**src/rtl/inst_queue_if.sv**
```systemverilog
// inst_queue_if: fetch, decode and dispatch handshake of the instruction queue.
// The master side is the surrounding pipeline; the queue itself uses the slave side.
interface inst_queue_if;
    logic        rdy_in;
    logic        inst_valid_if_in;
    logic [31:0] inst_if_in;
    logic [31:0] pc_if_in;
    logic        full_if_out;
    logic        rdy_dc_out;
    logic [31:0] inst_dc_out;
    logic [31:0] pc_dc_out;
    logic        stall_dp_in;
    logic        clear_in;
    modport master (
        output rdy_in, inst_valid_if_in, inst_if_in, pc_if_in, stall_dp_in, clear_in,
        input  full_if_out, rdy_dc_out, inst_dc_out, pc_dc_out
    );
    modport slave (
        input  rdy_in, inst_valid_if_in, inst_if_in, pc_if_in, stall_dp_in, clear_in,
        output full_if_out, rdy_dc_out, inst_dc_out, pc_dc_out
    );
endinterface

```
**src/rtl/inst_queue.sv**
```systemverilog
// inst_queue: show-ahead FIFO of fetched instructions feeding the decoder.
// Flushed by clear_in and frozen while rdy_in is low.
module inst_queue #(
    parameter int DEPTH_LOG         = 4,
    parameter int ALMOST_FULL_SLACK = 1
) (
    input logic         clk_in,
    input logic         rst_in,
    inst_queue_if.slave q
);
    localparam int DEPTH = 1 << DEPTH_LOG;
    localparam logic [DEPTH_LOG:0] CNT_MAX  = (DEPTH_LOG + 1)'(DEPTH);
    localparam logic [DEPTH_LOG:0] CNT_FULL = (DEPTH_LOG + 1)'(DEPTH - ALMOST_FULL_SLACK);
    logic [31:0]          inst_mem [DEPTH];
    logic [31:0]          pc_mem   [DEPTH];
    logic [DEPTH_LOG-1:0] head, tail;
    logic [DEPTH_LOG:0]   count;
    logic                 live, nonempty, push, pop;
    always_comb begin
        live          = q.rdy_in && !q.clear_in;
        nonempty      = count != '0;
        push          = live && q.inst_valid_if_in && count < CNT_MAX;
        pop           = live && nonempty && !q.stall_dp_in;
        q.rdy_dc_out  = live && nonempty;
        q.inst_dc_out = nonempty ? inst_mem[head] : '0;
        q.pc_dc_out   = nonempty ? pc_mem[head] : '0;
        q.full_if_out = count >= CNT_FULL;
    end
    // A full queue drops pushes even when the head pops in the same cycle.
    always_ff @(posedge clk_in or posedge rst_in) begin
        if (rst_in) begin
            head  <= '0;
            tail  <= '0;
            count <= '0;
        end else if (q.rdy_in) begin
            if (q.clear_in) begin
                head  <= '0;
                tail  <= '0;
                count <= '0;
            end else begin
                if (push) tail <= tail + DEPTH_LOG'(1);
                if (pop) head <= head + DEPTH_LOG'(1);
                count <= count + (DEPTH_LOG + 1)'(push) - (DEPTH_LOG + 1)'(pop);
            end
        end
    end
    always_ff @(posedge clk_in) begin
        if (push) begin
            inst_mem[tail] <= q.inst_if_in;
            pc_mem[tail]   <= q.pc_if_in;
        end
    end
endmodule

```
**src/flat_wrapper.sv**
```systemverilog
// flat-port wrapper written by rule: the top's interface ports become plain ports
module inst_queue_flat 
#(
    parameter int DEPTH_LOG         = 4,
    parameter int ALMOST_FULL_SLACK = 1
)
  (clk_in, rst_in, q_rdy_in, q_inst_valid_if_in, q_inst_if_in, q_pc_if_in, q_stall_dp_in, q_clear_in, q_full_if_out, q_rdy_dc_out, q_inst_dc_out, q_pc_dc_out);
  inst_queue_if q_i ();
  input logic clk_in;
  input logic rst_in;
  input wire logic [$bits(q_i.rdy_in)-1:0] q_rdy_in;
  input wire logic [$bits(q_i.inst_valid_if_in)-1:0] q_inst_valid_if_in;
  input wire logic [$bits(q_i.inst_if_in)-1:0] q_inst_if_in;
  input wire logic [$bits(q_i.pc_if_in)-1:0] q_pc_if_in;
  input wire logic [$bits(q_i.stall_dp_in)-1:0] q_stall_dp_in;
  input wire logic [$bits(q_i.clear_in)-1:0] q_clear_in;
  output wire logic [$bits(q_i.full_if_out)-1:0] q_full_if_out;
  output wire logic [$bits(q_i.rdy_dc_out)-1:0] q_rdy_dc_out;
  output wire logic [$bits(q_i.inst_dc_out)-1:0] q_inst_dc_out;
  output wire logic [$bits(q_i.pc_dc_out)-1:0] q_pc_dc_out;
  assign q_i.rdy_in = q_rdy_in;
  assign q_i.inst_valid_if_in = q_inst_valid_if_in;
  assign q_i.inst_if_in = q_inst_if_in;
  assign q_i.pc_if_in = q_pc_if_in;
  assign q_i.stall_dp_in = q_stall_dp_in;
  assign q_i.clear_in = q_clear_in;
  assign q_full_if_out = q_i.full_if_out;
  assign q_rdy_dc_out = q_i.rdy_dc_out;
  assign q_inst_dc_out = q_i.inst_dc_out;
  assign q_pc_dc_out = q_i.pc_dc_out;
  inst_queue #(.DEPTH_LOG(DEPTH_LOG), .ALMOST_FULL_SLACK(ALMOST_FULL_SLACK)) u_core (.clk_in(clk_in), .rst_in(rst_in), .q(q_i));
endmodule
```
**config.mk**
```make
export PLATFORM = sky130hd
export DESIGN_NAME = inst_queue_flat
export DESIGN_NICKNAME = d
export VERILOG_FILES = /design/src/rtl/inst_queue_if.sv /design/src/rtl/inst_queue.sv /design/src/flat_wrapper.sv
export SDC_FILE = /design/constraint.sdc
export NUM_CORES = 1
export LEC_CHECK = 0
export CAP_MARGIN = 30
export CELL_PAD_IN_SITES_DETAIL_PLACEMENT = 1
export CELL_PAD_IN_SITES_GLOBAL_PLACEMENT = 2
export CORE_MARGIN = 2
export CORE_UTILIZATION = 35
export CTS_BUF_LIST = sky130_fd_sc_hd__clkbuf_4 sky130_fd_sc_hd__clkbuf_8
export DETAILED_ROUTE_END_ITERATION = 6
export GPL_TIMING_DRIVEN = 0
export PLACE_DENSITY_LB_ADDON = 0.1
export SKIP_LAST_GASP = 1
export SLEW_MARGIN = 40
export SYNTH_ARGS = -nofsm -noshare
export SYNTH_HDL_FRONTEND = slang
export SYNTH_SLANG_ARGS = --single-unit
export TNS_END_PERCENT = 10
```
**constraint.sdc**
```tcl
create_clock -name clk_in -period 9.3 [get_ports clk_in]
set_clock_uncertainty 0.05 [all_clocks]
set_input_delay 0.93 -clock clk_in [delete_from_list [all_inputs] [get_ports clk_in]]
set_output_delay 0.93 -clock clk_in [all_outputs]
set_load 0.1 [all_outputs]
```
# Yosys cells after proc, flatten, opt, wreduce, memory -nomap -nowiden
# Memory sizes are Yosys's and may differ from the RTL's.
# Index checks and enable logic that the tools add are counted.
[totals]
memories = 2
word_cells = 32
register_bits = 13
mem_bits_rw = 1024
[mem_list]
columns = ["name", "depth", "width", "rd", "rd_ports_with_merged_regs", "wr", "line_no", "rtl"]
rows = [
  ["u_core.inst_mem", 16, 32, 1, 0, 1, "inst_queue.sv:14", "logic [31:0] inst_mem [DEPTH];"],
  ["u_core.pc_mem", 16, 32, 1, 0, 1, "inst_queue.sv:15", "logic [31:0] pc_mem [DEPTH];"],
]
[classes]
muxes = 9
reduce_logical = 12
addsub = 4
n_lt_le_gt_ge = 2
[op_table]
columns = ["operator", "n"]
rows = [
  ["two-way mux 32 bit", 2],
  ["two-way mux 4 bit", 4],
  ["adder 4 x 1 -> 4 bit, second input constant", 2],
  ["adder 5 x 1 -> 5 bit", 1],
  ["greater-or-equal comparator 5 x 4 -> 1 bit, second input constant", 1],
  ["logical AND 1 bit", 5],
  ["< comparator 5 bit, second input constant", 1],
  ["two-way mux 5 bit", 1],
  ["nonzero test 5 bit", 1],
  ["subtractor 5 x 1 -> 5 bit", 1],
  ["AND reduction 2 bit", 2],
  ["nonzero test 2 bit", 2],
  ["zero test 1 bit", 2],
  ["two-way mux 1 bit", 2],
]

# Depth between registers and ports, before layout
[logic_depth]
ltp_word = 7
ltp_mapped = 13

# Least setup slack after synthesis
# No wires, ideal clock.
[synth_timing]
path_kind = "input to register"
start = "in q_clear_in"
end = "mem u_core.inst_mem[11][0] (enable)"
t_required_ps = 8685
path_stages = 6
t_arrival_ps = 6222
slack_ps = 2463
cell_sequence = "clkbuf_1 -> nand2b_1 -> buf_2 -> nor3b_2 -> nand2_1 -> nor3_1"
[synth_between]
elab_chain_len = 6
[synth_rtl]
columns = ["element", "line_no", "rtl"]
rows = [
  ["start: declaration", "flat_wrapper.sv:16", "input wire logic [$bits(q_i.clear_in)-1:0] q_clear_in;"],
  ["zero test 1 bit", "inst_queue.sv:20", "live = q.rdy_in && !q.clear_in;"],
  ["logical AND 1 bit", "inst_queue.sv:20", ""],
  ["logical AND 1 bit (2 in a row)", "inst_queue.sv:22", "push = live && q.inst_valid_if_in && count < CNT_MAX;"],
  ["two-way mux 1 bit", "inst_queue.sv:48", "if (push) begin"],
  ["two-way mux 1 bit (not written as such)", "inst_queue.sv:49", "inst_mem[tail] <= q.inst_if_in;"],
  ["end: declaration", "inst_queue.sv:14", ""],
]
# No other way between the ends.

# Worst setup path after layout
[layout_timing]
start = "reg u_core.count[2]"
end = "out q_pc_dc_out[23]"
[layout_between]
elab_chain_len = 2
[layout_rtl]
columns = ["element", "line_no", "rtl"]
rows = [
  ["start: declaration", "inst_queue.sv:17", "logic [DEPTH_LOG:0] count;"],
  ["start signal: assignment", "inst_queue.sv:43", "count <= count + (DEPTH_LOG + 1)'(push) - (DEPTH_LOG + 1)'(pop);"],
  ["nonzero test 5 bit", "inst_queue.sv:21", "nonempty = count != '0;"],
  ["two-way mux 32 bit", "inst_queue.sv:26", "q.pc_dc_out = nonempty ? pc_mem[head] : '0;"],
  ["end: declaration", "flat_wrapper.sv:20", "output wire logic [$bits(q_i.pc_dc_out)-1:0] q_pc_dc_out;"],
]
# No other way between the ends.

==> metrics.csv <==
metric;value;unit
outcome;complete, no violations;
syn2layout_area_growth;19.7;%
path_max_fanout;10;
rows;124;
critPathTopFamily;buffers and inverters;
grt_overflow;0;
io_pins;136;
clk_path_buf_depth;3;
clk_pin_slew_worst_paths;60;ps
ys_async_sr_fraction;1.25;%
cp_slowest_cell;nor2_2;
detail_route.drc_violations;0;
clk_latency;820;ps
cts_buffers;177;
syn_nets;1980;
avgViaCountPerCell;5.13;
die_y;342;um
drv_cap;0;
die_width;342;um
critPathMostFrequentCell;buf_2;
wl_per_cell;28.5;um
core;114000;um2
h-tree-depth;4;
tightest_slew;844;ps
period_needed;5260;ps
antenna_left;0;
antenna_found_initial;12;
fin_area;47900;um2
mostFrequentLayoutCells;1,024 x edfxtp_1, 194 x mux4_2, 185 x clkbuf_8, 177 x buf_2, 129 x mux2i_1;
p_per_area;274;nW/um2
timing.rr.start;u_core.count[4];
setup_viol;0;
wirelength;114;mm
root_buffer;clkbuf_8;
grtUsageTotal;19.8;%
grt_first_pass_wirelength;164;mm
grt_max_degree;25;
syn_avg_cell_area;21.1;um2
crit_path_end_kind;output port;
cp.arrival;4280;ps
place.gp.congestion;0.714;
hold_path_class;in -> async;
irDropWorstVdd;0.000253;V
start_kind;flip-flop;
dpl_cell_area;44500;um2
crit_chain;inv_1 -> ha_1 -> nor4b_4 -> nor2_2 -> buf_2 -> clkbuf_2 -> nand3_1 -> o211ai_1 -> buf_2;
pre_cts_ws;4810;ps
place_hpwl;78.2;mm
relSlewSlack;43.7;%
detail_route.iter0.violations;1491;
ys.warnings.count;0;
fmax;190;MHz
ctsResizeCount;0;
r2r_cells;9;
rsz0062_at_grt;false;
max_stage_delay;590;ps
drive_above_1_share;32.1;%
synth_area;40000;um2
synth.distinct_cells;41;
portBuffers;133;
synth_enable_flop_cells;1024;
synth-seq-area-share;77.7;%
netlist_instances;1895;
holdBufCountCts;0;
crit_cells;9;
ys_seq_elements;1037;
required;8320;ps
ys.flop_type;edfxtp_1;
final_max_slew_viol_count;0;
setup_slack;4040;ps
final_common_cell;edfxtp_1;
drt_first_pass_iters;5;
fill_cells;10900;
finalHoldViolCount;0;
period_share;56.5;%
critical_path_class;reg -> out;
grt_pass1_vias;23100;
die_area;117000;um2
fin_nets;2452;
startpoint;u_core.count[2];
clock-sinks;1037;
power_leakage;15.3;nW
initial_core_util;35.1;%
num_vias;20600;
post_cts_buffers;0;
crit_buf_inv;4;
cts_tree;yes;
## logic make-up (layout without fill, tap and decap cells)
kind of cell | Yosys count | count (layout) | share of synthesized area [%]
fa+ha+maj | 15 | 15 | 0.488
xor+xnor | 1 | 1 | 0.0219
other cells | 0 | 3 | 0
simple gates | 175 | 175 | 2.09
buf+inv | 130 | 742 | 1.58
mux | 324 | 324 | 14.2
compound gates | 213 | 213 | 3.95
flops | 1037 | 1037 | 77.7
## cell type report
| type | count | area [um2] | area share [%] |
|---|---|---|---|
| repair buffers | 293 | 2510 | 5.25 |
| inverters | 18 | 67.6 | 0.141 |
| flip-flops and latches | 1037 | 31100 | 64.9 |
| clock inverters | 66 | 314 | 0.656 |
| clock buffers | 253 | 3060 | 6.38 |
| multi-input cells | 728 | 8380 | 17.5 |
| well taps | 1512 | 1890 | 3.95 |
| plain buffers | 112 | 592 | 1.24 |
| diodes | 3 | 7.51 | 0.0157 |
## report_power, final
group | internal, W | total (W) | switching [W]
clock | 0.00211 | 0.00395 | 0.00184
sequential | 0.00519 | 0.00522 | 0.0000258
combinational | 0.00104 | 0.00397 | 0.00293
total | 0.00834 | 0.0131 | 0.00479
## worst paths after layout
check                                         endpoint  slack [ps]
worst max-delay path                   q_pc_dc_out[23]        4040
worst min-delay path                   u_core.count[0]         430
worst max register to register  u_core.inst_mem[10][1]        6050
worst min register to register         u_core.count[3]         550
max in group asynchronous               u_core.tail[1]        8360
min in group clk_in                     u_core.tail[3]         510
## routing by layer
metal	wire (um)	share of wire [%]	up-vias	global-route usage, %
met3	5120	4.5	174	3.99
li1	-	-	8926	-
met2	57400	50	472	33.5
met5	63	0.055	-	0
met4	2520	2.2	10	5.73
met1	49300	43	11000	26.0
## cell usage after synthesis (3+ instances only)
library cell | count | area share, %
a21oi_1 | 3 | 0.038
a22o_1 | 4 | 0.088
a22oi_1 | 125 | 2.3
and2_1 | 5 | 0.078
buf_1 | 3 | 0.028
buf_2 | 56 | 0.70
buf_6 | 9 | 0.25
clkbuf_1 | 42 | 0.39
dfrtp_1 | 13 | 0.81
edfxtp_1 | 1024 | 77
ha_1 | 14 | 0.44
inv_1 | 18 | 0.17
mux2i_1 | 129 | 3.2
mux4_2 | 194 | 11
nand2_1 | 68 | 0.64
nand3_1 | 64 | 0.80
nor2_1 | 13 | 0.12
nor2b_1 | 4 | 0.063
nor3_1 | 10 | 0.13
nor3b_1 | 4 | 0.075
o211ai_1 | 62 | 1.2
o21ai_0 | 6 | 0.075
o22ai_1 | 5 | 0.078
## stage by stage
| step | util (%) | total power [W] | cells | TNS, ps | hold WS, ps |
|---|---|---|---|---|---|
| after floorplan | - | 0.00822 | 1895 | 0 | 454 |
| after global placement | 38.0 | 0.00950 | 3540 | -2445470 | 493 |
| after detailed placement | 39.1 | 0.00936 | 3700 | 0 | 530 |
| after CTS | 42.0 | 0.0133 | 4019 | 0 | 370 |
| after global routing | 42.1 | 0.0137 | 4021 | 0 | 445 |
| final | 42.1 | 0.0131 | 4022 | 0 | 434 |
## sequential cells by signal (all words and copies together) (netlist names)
| register | flops |
|---|---|
| u_core.tail | 4 |
| u_core.pc_mem | 512 |
| u_core.inst_mem | 512 |
| u_core.count | 5 |
| u_core.head | 4 |
Note: power is estimated with default switching activity, not from simulation.
